**src/rtl/count_seq_pkg.sv**
```systemverilog
// ============================================================================
// count_seq_pkg: shared state encoding, opcodes and default sizes for count_seq_ctrl
// Revision: 1.0
// ============================================================================
`default_nettype none

package count_seq_pkg;

  localparam int DEFAULT_WIDTH   = 4;
  localparam int DEFAULT_PRESC_W = 4;

  typedef enum logic [1:0] {
    S_IDLE = 2'd0,
    S_RUN  = 2'd1,
    S_HOLD = 2'd2,
    S_DONE = 2'd3
  } state_t;

  localparam logic [1:0] OP_START      = 2'b00;
  localparam logic [1:0] OP_STOP       = 2'b01;
  localparam logic [1:0] OP_LOAD_LIMIT = 2'b10;
  localparam logic [1:0] OP_CLEAR      = 2'b11;

endpackage

`default_nettype wire

```
**src/rtl/count_seq_core.sv**
```systemverilog
// ============================================================================
// count_seq_core: WIDTH-bit up counter with synchronous clear and enable
// Revision: 1.0
// ============================================================================
`default_nettype none

module count_seq_core
  import count_seq_pkg::*;
#(
  parameter int WIDTH = DEFAULT_WIDTH
) (
  input  logic             clk,
  input  logic             reset,
  input  logic             clr,
  input  logic             en,
  output logic [WIDTH-1:0] count
);

  // Clear wins over enable; the increment wraps modulo 2^WIDTH.
  always_ff @(posedge clk or posedge reset) begin
    if (reset)
      count <= '0;
    else if (clr)
      count <= '0;
    else if (en)
      count <= count + WIDTH'(1);
  end

endmodule

`default_nettype wire

```
**src/rtl/count_seq_ctrl.sv**
```systemverilog
// ============================================================================
// count_seq_ctrl: command-driven one-shot/periodic up counter with terminal pulse
// Revision: 1.0  (optional prescaler: define COUNT_SEQ_PRESCALE_EN)
// ============================================================================
`default_nettype none

module count_seq_ctrl
  import count_seq_pkg::*;
#(
  parameter int WIDTH   = DEFAULT_WIDTH,
  parameter int PRESC_W = DEFAULT_PRESC_W
) (
  input  logic               clk,
  input  logic               reset,
`ifdef COUNT_SEQ_PRESCALE_EN
  input  logic [PRESC_W-1:0] presc,
`endif
  input  logic               cmd_valid,
  output logic               cmd_ready,
  input  logic [1:0]         cmd_op,
  input  logic [WIDTH-1:0]   cmd_data,
  input  logic               periodic,
  output logic [WIDTH-1:0]   count,
  output logic               busy,
  output logic               tc
);

  state_t             state;
  state_t             next_state;
  logic [WIDTH-1:0]   limit;
  logic               periodic_q;
  logic               presc_hit;
  logic               accept;
  logic               do_clear;
  logic               do_start;
  logic               do_stop;
  logic               start_fresh;
  logic               tick;
  logic               term;
  logic               count_clr;
  logic               count_en;
  logic               tc_next;

  assign accept      = cmd_valid && cmd_ready;
  assign do_clear    = accept && (cmd_op == OP_CLEAR);
  assign do_start    = accept && (cmd_op == OP_START);
  assign do_stop     = accept && (cmd_op == OP_STOP);
  assign start_fresh = do_start && ((state == S_IDLE) || (state == S_DONE));
  assign tick        = (state == S_RUN) && presc_hit;
  // Compare happens before the increment, so the terminal tick sees count == limit.
  assign term        = tick && (count == limit);

`ifdef COUNT_SEQ_PRESCALE_EN
  logic [PRESC_W-1:0] presc_cnt;

  assign presc_hit = (presc_cnt == presc);

  always_ff @(posedge clk or posedge reset) begin
    if (reset)
      presc_cnt <= '0;
    else if (start_fresh || do_clear)
      presc_cnt <= '0;
    else if (state == S_RUN)
      presc_cnt <= presc_hit ? '0 : presc_cnt + PRESC_W'(1);
  end
`else
  // No prescaler: every RUN cycle is a tick (PRESC_W referenced to keep it bound).
  assign presc_hit = (PRESC_W != 0) || 1'b1;
`endif

  always_ff @(posedge clk or posedge reset) begin
    if (reset)
      state <= S_IDLE;
    else
      state <= next_state;
  end

  always_comb begin
    next_state = state;
    if (do_clear)
      next_state = S_IDLE;
    else if (term)
      next_state = periodic_q ? (do_stop ? S_HOLD : S_RUN) : S_DONE;
    else begin
      case (state)
        S_IDLE:  if (do_start) next_state = S_RUN;
        S_RUN:   if (do_stop)  next_state = S_HOLD;
        S_HOLD:  if (do_start) next_state = S_RUN;
        S_DONE:  next_state = S_IDLE;
        default: next_state = S_IDLE;
      endcase
    end
  end

  always_comb begin
    cmd_ready = (state != S_DONE);
    busy      = (state == S_RUN) || (state == S_HOLD);
    count_clr = do_clear || start_fresh || (term && periodic_q);
    count_en  = tick && !term && !do_clear;
    tc_next   = term && !do_clear;
  end

  always_ff @(posedge clk or posedge reset) begin
    if (reset) begin
      limit      <= '1;
      periodic_q <= 1'b0;
      tc         <= 1'b0;
    end else begin
      tc <= tc_next;
      if (accept && (cmd_op == OP_LOAD_LIMIT))
        limit <= cmd_data;
      if (start_fresh)
        periodic_q <= periodic;
    end
  end

  count_seq_core #(
    .WIDTH (WIDTH)
  ) u_core (
    .clk   (clk),
    .reset (reset),
    .clr   (count_clr),
    .en    (count_en),
    .count (count)
  );

endmodule

`default_nettype wire

```
**config.mk**
```make
export PLATFORM = sky130hd
export DESIGN_NAME = count_seq_ctrl
export DESIGN_NICKNAME = d
export VERILOG_FILES = /design/src/rtl/count_seq_pkg.sv /design/src/rtl/count_seq_core.sv /design/src/rtl/count_seq_ctrl.sv
export SDC_FILE = /design/constraint.sdc
export NUM_CORES = 1
export LEC_CHECK = 0
export CORE_ASPECT_RATIO = 1.2
export CORE_MARGIN = 2
export CORE_UTILIZATION = 48
export DETAILED_ROUTE_END_ITERATION = 16
export GPL_TIMING_DRIVEN = 1
export PLACE_DENSITY = 0.74
export SLEW_MARGIN = 20
export SYNTH_ARGS = -nofsm -noshare
export SYNTH_HDL_FRONTEND = slang
export SYNTH_SLANG_ARGS = --single-unit
```
**constraint.sdc**
```tcl
create_clock -name clk -period 2.4 [get_ports clk]
set_input_delay 0.72 -clock clk [delete_from_list [all_inputs] [get_ports clk]]
set_output_delay 0.72 -clock clk [all_outputs]
set_load 0.1 [all_outputs]
```
==> results.json <==
{
  "run_status": "finished clean",
  "first_global_vias": 537,
  "drt_drc_violations_left": 0,
  "synth.lib_cells_used.distinct": 31,
  "leading_area_contributor_after_synthesis": "sky130_fd_sc_hd__dfrtp_1",
  "clock_insertion_delay_worst_skew_ps": 270,
  "cell_depth_of_the_worst_min_delay_path": 1,
  "timing.setup.critical_path_class": "register to output port",
  "globalplace.congestion": 0.822,
  "report.final.hold_viol_count": 0,
  "dr_total_vias": 586,
  "routedWlPerCell_um": 13.4,
  "place.port_buffers": 16,
  "crit_path_max_fanout": 4,
  "placement.setup.worst_slack_ps": 121,
  "clock_tree.root_cell": "sky130_fd_sc_hd__clkbuf_4",
  "totalPowerFinal_mw": 1.19,
  "floorplan.core_area_um2": 1450,
  "die_height_um": 47.3,
  "number_of_optimization_iterations_in_the_first_detailed_route_pass": 4,
  "number_of_sinks_handled_by_clock_tree_synthesis": 12,
  "clock_pin_transition_on_the_worst_setup_and_hold_timing_paths_ps": 70,
  "reg2reg_slack_ps": 570,
  "rsz0062_at_grt": "no",
  "hold_path_class": "register to register",
  "via_per_inst": 5.69,
  "maxClockFrequency_mhz": 493,
  "finalWirelength_um": 1380,
  "min_period_ps": 2030,
  "min_period_over_period": 0.845,
  "worstSetupEndpointType": "output port",
  "timing.hold.ws_ps": 581,
  "yosysSeqAreaShare": 0.407,
  "synthToLayoutAreaGrowth_pct": 27.2,
  "cell_total_after_placement": 100,
  "timing.critical_path.required_ps": 1680,
  "max-cap-violations": 0,
  "hpwlAfterDp_um": 1060,
  "endpoint_arrival_time_on_the_critical_path_ps": 1310,
  "num_antenna_cells": 0,
  "postRouteAntennaNets": 0,
  "timing.max_slew.rel_slack": 0.625,
  "post_synth_main_area_contributors": "sky130_fd_sc_hd__dfrtp_1, sky130_fd_sc_hd__dfstp_2, sky130_fd_sc_hd__ha_1",
  "grt_start_max_net_pins": 13,
  "final.setup.worst_slack_ps": 372,
  "grt_antenna_before_repair": 0,
  "track_usage": 0.180,
  "chipWidth_um": 40.1,
  "count_of_state_elements_after_synthesis": 12,
  "cts_tree": "done",
  "fin_skew_ps": 2.24,
  "critPathMaxStageDelay_ps": 410,
  "nNetsFinal": 103,
  "htree_levels": 1,
  "postSynthNetCount": 84,
  "max_slew.worst_pin.slew_ps": 556,
  "reg2reg_from": "u_core.count[0]$_DFFE_PP0P_",
  "postCtsSetupRepairBufs": 0,
  "tritoncts_buffers": 3,
  "syn-instance-count": 69,
  "synthesis.yosys.warnings": 0,
  "worst_hold_path.endpoint": "state[0]$_DFFE_PP0P_",
  "power.density_nw_per_um2": 1250,
  "r2r_depth": 4,
  "std_cell_rows": 15,
  "destination_of_the_worst_register_to_register_timing_path": "state[1]$_DFFE_PP0P_",
  "netlist_area_um2": 751,
  "filler_cell_count": 115,
  "totalNegativeSetupSlack_ps": 0,
  "io_pins": 17,
  "die_area_um2": 1900,
  "grt_first_pass_wirelength_um": 2300,
  "gr-total-overflow": 0,
  "cp-start-kind": "register",
  "final_cells": 103,
  "start_util": 0.519,
  "cts.hold.buffers_added": 0,
  "p_leak_nw": 0.430,
  "path_cells": "inv_1 -> ha_1 -> buf_12",
  "setup_violations": 0,
  "first_iter_violations": 12,
  "vdd.ir_drop.worst_uv": 789,
  "min_from": "state[0]$_DFFE_PP0P_",
  "cts_max_path_buffers": 2,
  "slowest_stage": "sky130_fd_sc_hd__dfrtp_1",
  "layout-drive-gt1-share": 0.326,
  "syn-mean-instance-area_um2": 10.9,
  "synth.top_cell.area_share": 0.267,
  "cts-resized-gates": 0,
  "timing.final.max_slew_violations": 0
}
-- sequential cells by signal, indices dropped and copies added (netlist names) --
name and count:
periodic_q 1, state 2, limit 4, u_core.count 4, tc 1
-- power by group --
group | internal, mW | total [mW] | switching (mW)
Clock | 0.0581 | 0.124 | 0.0661
Combinational | 0.251 | 0.724 | 0.473
Sequential | 0.276 | 0.344 | 0.0672
Total | 0.585 | 1.19 | 0.606
-- placed cells by master, fill, tap and decap left out, types with 2 or more instances in the layout --
master and count:
sky130_fd_sc_hd__nand2_1 4, sky130_fd_sc_hd__ha_1 5, sky130_fd_sc_hd__xor2_1 6, sky130_fd_sc_hd__mux2_2 5, sky130_fd_sc_hd__nor2_1 3, sky130_fd_sc_hd__clkbuf_4 3
sky130_fd_sc_hd__inv_1 5, sky130_fd_sc_hd__buf_4 5, sky130_fd_sc_hd__or3_2 2, sky130_fd_sc_hd__nand4_1 2, sky130_fd_sc_hd__dfrtp_1 8, sky130_fd_sc_hd__o21ai_0 2
sky130_fd_sc_hd__dfstp_2 4, sky130_fd_sc_hd__clkdlybuf4s50_1 9, sky130_fd_sc_hd__buf_12 2, sky130_fd_sc_hd__a21oi_1 3
-- through the flow --
step	utilization	area [um^2]
global placement	0.645	932
detailed placement	0.645	932
finish	0.661	955
global route	0.661	955
floorplan	-	751
CTS	0.661	955
-- worst max-delay path by stage --
stage / from / to / cells past startpoint
3_5_place_dp: cmd_op[0] / state[1]$_DFFE_PP0P_ / 5
3_3_place_gp: cmd_op[0] / state[1]$_DFFE_PP0P_ / 5
6_report: state[0]$_DFFE_PP0P_ / busy / 3
2_1_floorplan: u_core.count[1]$_DFFE_PP0P_ / state[1]$_DFFE_PP0P_ / 4
5_1_grt: state[0]$_DFFE_PP0P_ / busy / 3
4_1_cts: state[0]$_DFFE_PP0P_ / busy / 3
-- logic make-up (layout without fill, tap and decap cells) --
group | count (synthesis) | after routing | share of synthesized area
AOI/OAI and AO/OA | 12 | 12 | 0.117
xor gates and xnor gates | 6 | 6 | 0.0700
adders and majority gates | 5 | 5 | 0.0833
DFF | 12 | 12 | 0.407
and+or+nand+nor | 20 | 20 | 0.180
muxes | 7 | 7 | 0.108
buffers and inverters | 7 | 24 | 0.0350
-- routing by layer --
metal / part of all wire / up-vias / wire [um] / global-route usage
met4: 0.014 / 0 / 19 / 0.0621
met3: 0.033 / 4 / 45 / 0.0427
li1: - / 284 / - / -
met1: 0.45 / 286 / 615 / 0.226
met2: 0.51 / 12 / 696 / 0.297
met5: 0 / - / 0 / 0
-- critical path: cells and delay by family (launching register included) --
family,cells,cell delay [ps]
adder cells (fa/ha/maj),1,360
buffers and inverters,2,270
flip-flops,1,410
-- area by class of cell --
cell class,count,area (um^2),area share
clock buffer,3,22.5,0.0236
inverter,5,18.8,0.0197
multi-input combinational,50,419,0.439
sequential,12,305,0.320
tap,17,21.3,0.0223
timing repair buffer,16,168,0.176
-- cell usage after synthesis --
cell / number
sky130_fd_sc_hd__o22ai_1: 1
sky130_fd_sc_hd__a22o_2: 1
sky130_fd_sc_hd__nand4b_1: 1
sky130_fd_sc_hd__clkbuf_1: 2
sky130_fd_sc_hd__or3_2: 2
sky130_fd_sc_hd__a31o_2: 1
sky130_fd_sc_hd__nand2b_1: 1
sky130_fd_sc_hd__and3_2: 1
sky130_fd_sc_hd__nand3b_1: 1
sky130_fd_sc_hd__mux2i_1: 1
sky130_fd_sc_hd__nor3b_2: 1
sky130_fd_sc_hd__or3_1: 1
sky130_fd_sc_hd__inv_1: 5
sky130_fd_sc_hd__dfstp_2: 4
sky130_fd_sc_hd__ha_1: 5
sky130_fd_sc_hd__nand2_1: 4
sky130_fd_sc_hd__o21ai_0: 2
sky130_fd_sc_hd__a31oi_1: 1
sky130_fd_sc_hd__nand4_1: 2
sky130_fd_sc_hd__dfrtp_1: 8
sky130_fd_sc_hd__o41ai_1: 1
sky130_fd_sc_hd__a22oi_2: 1
sky130_fd_sc_hd__a21oi_1: 3
sky130_fd_sc_hd__mux2_2: 5
sky130_fd_sc_hd__a32o_1: 1
sky130_fd_sc_hd__nor4_4: 1
sky130_fd_sc_hd__nor4_1: 1
sky130_fd_sc_hd__nor2_1: 3
sky130_fd_sc_hd__nor3_1: 1
sky130_fd_sc_hd__xor2_1: 6
sky130_fd_sc_hd__mux2_4: 1
Power figures use the tool's default switching activity.
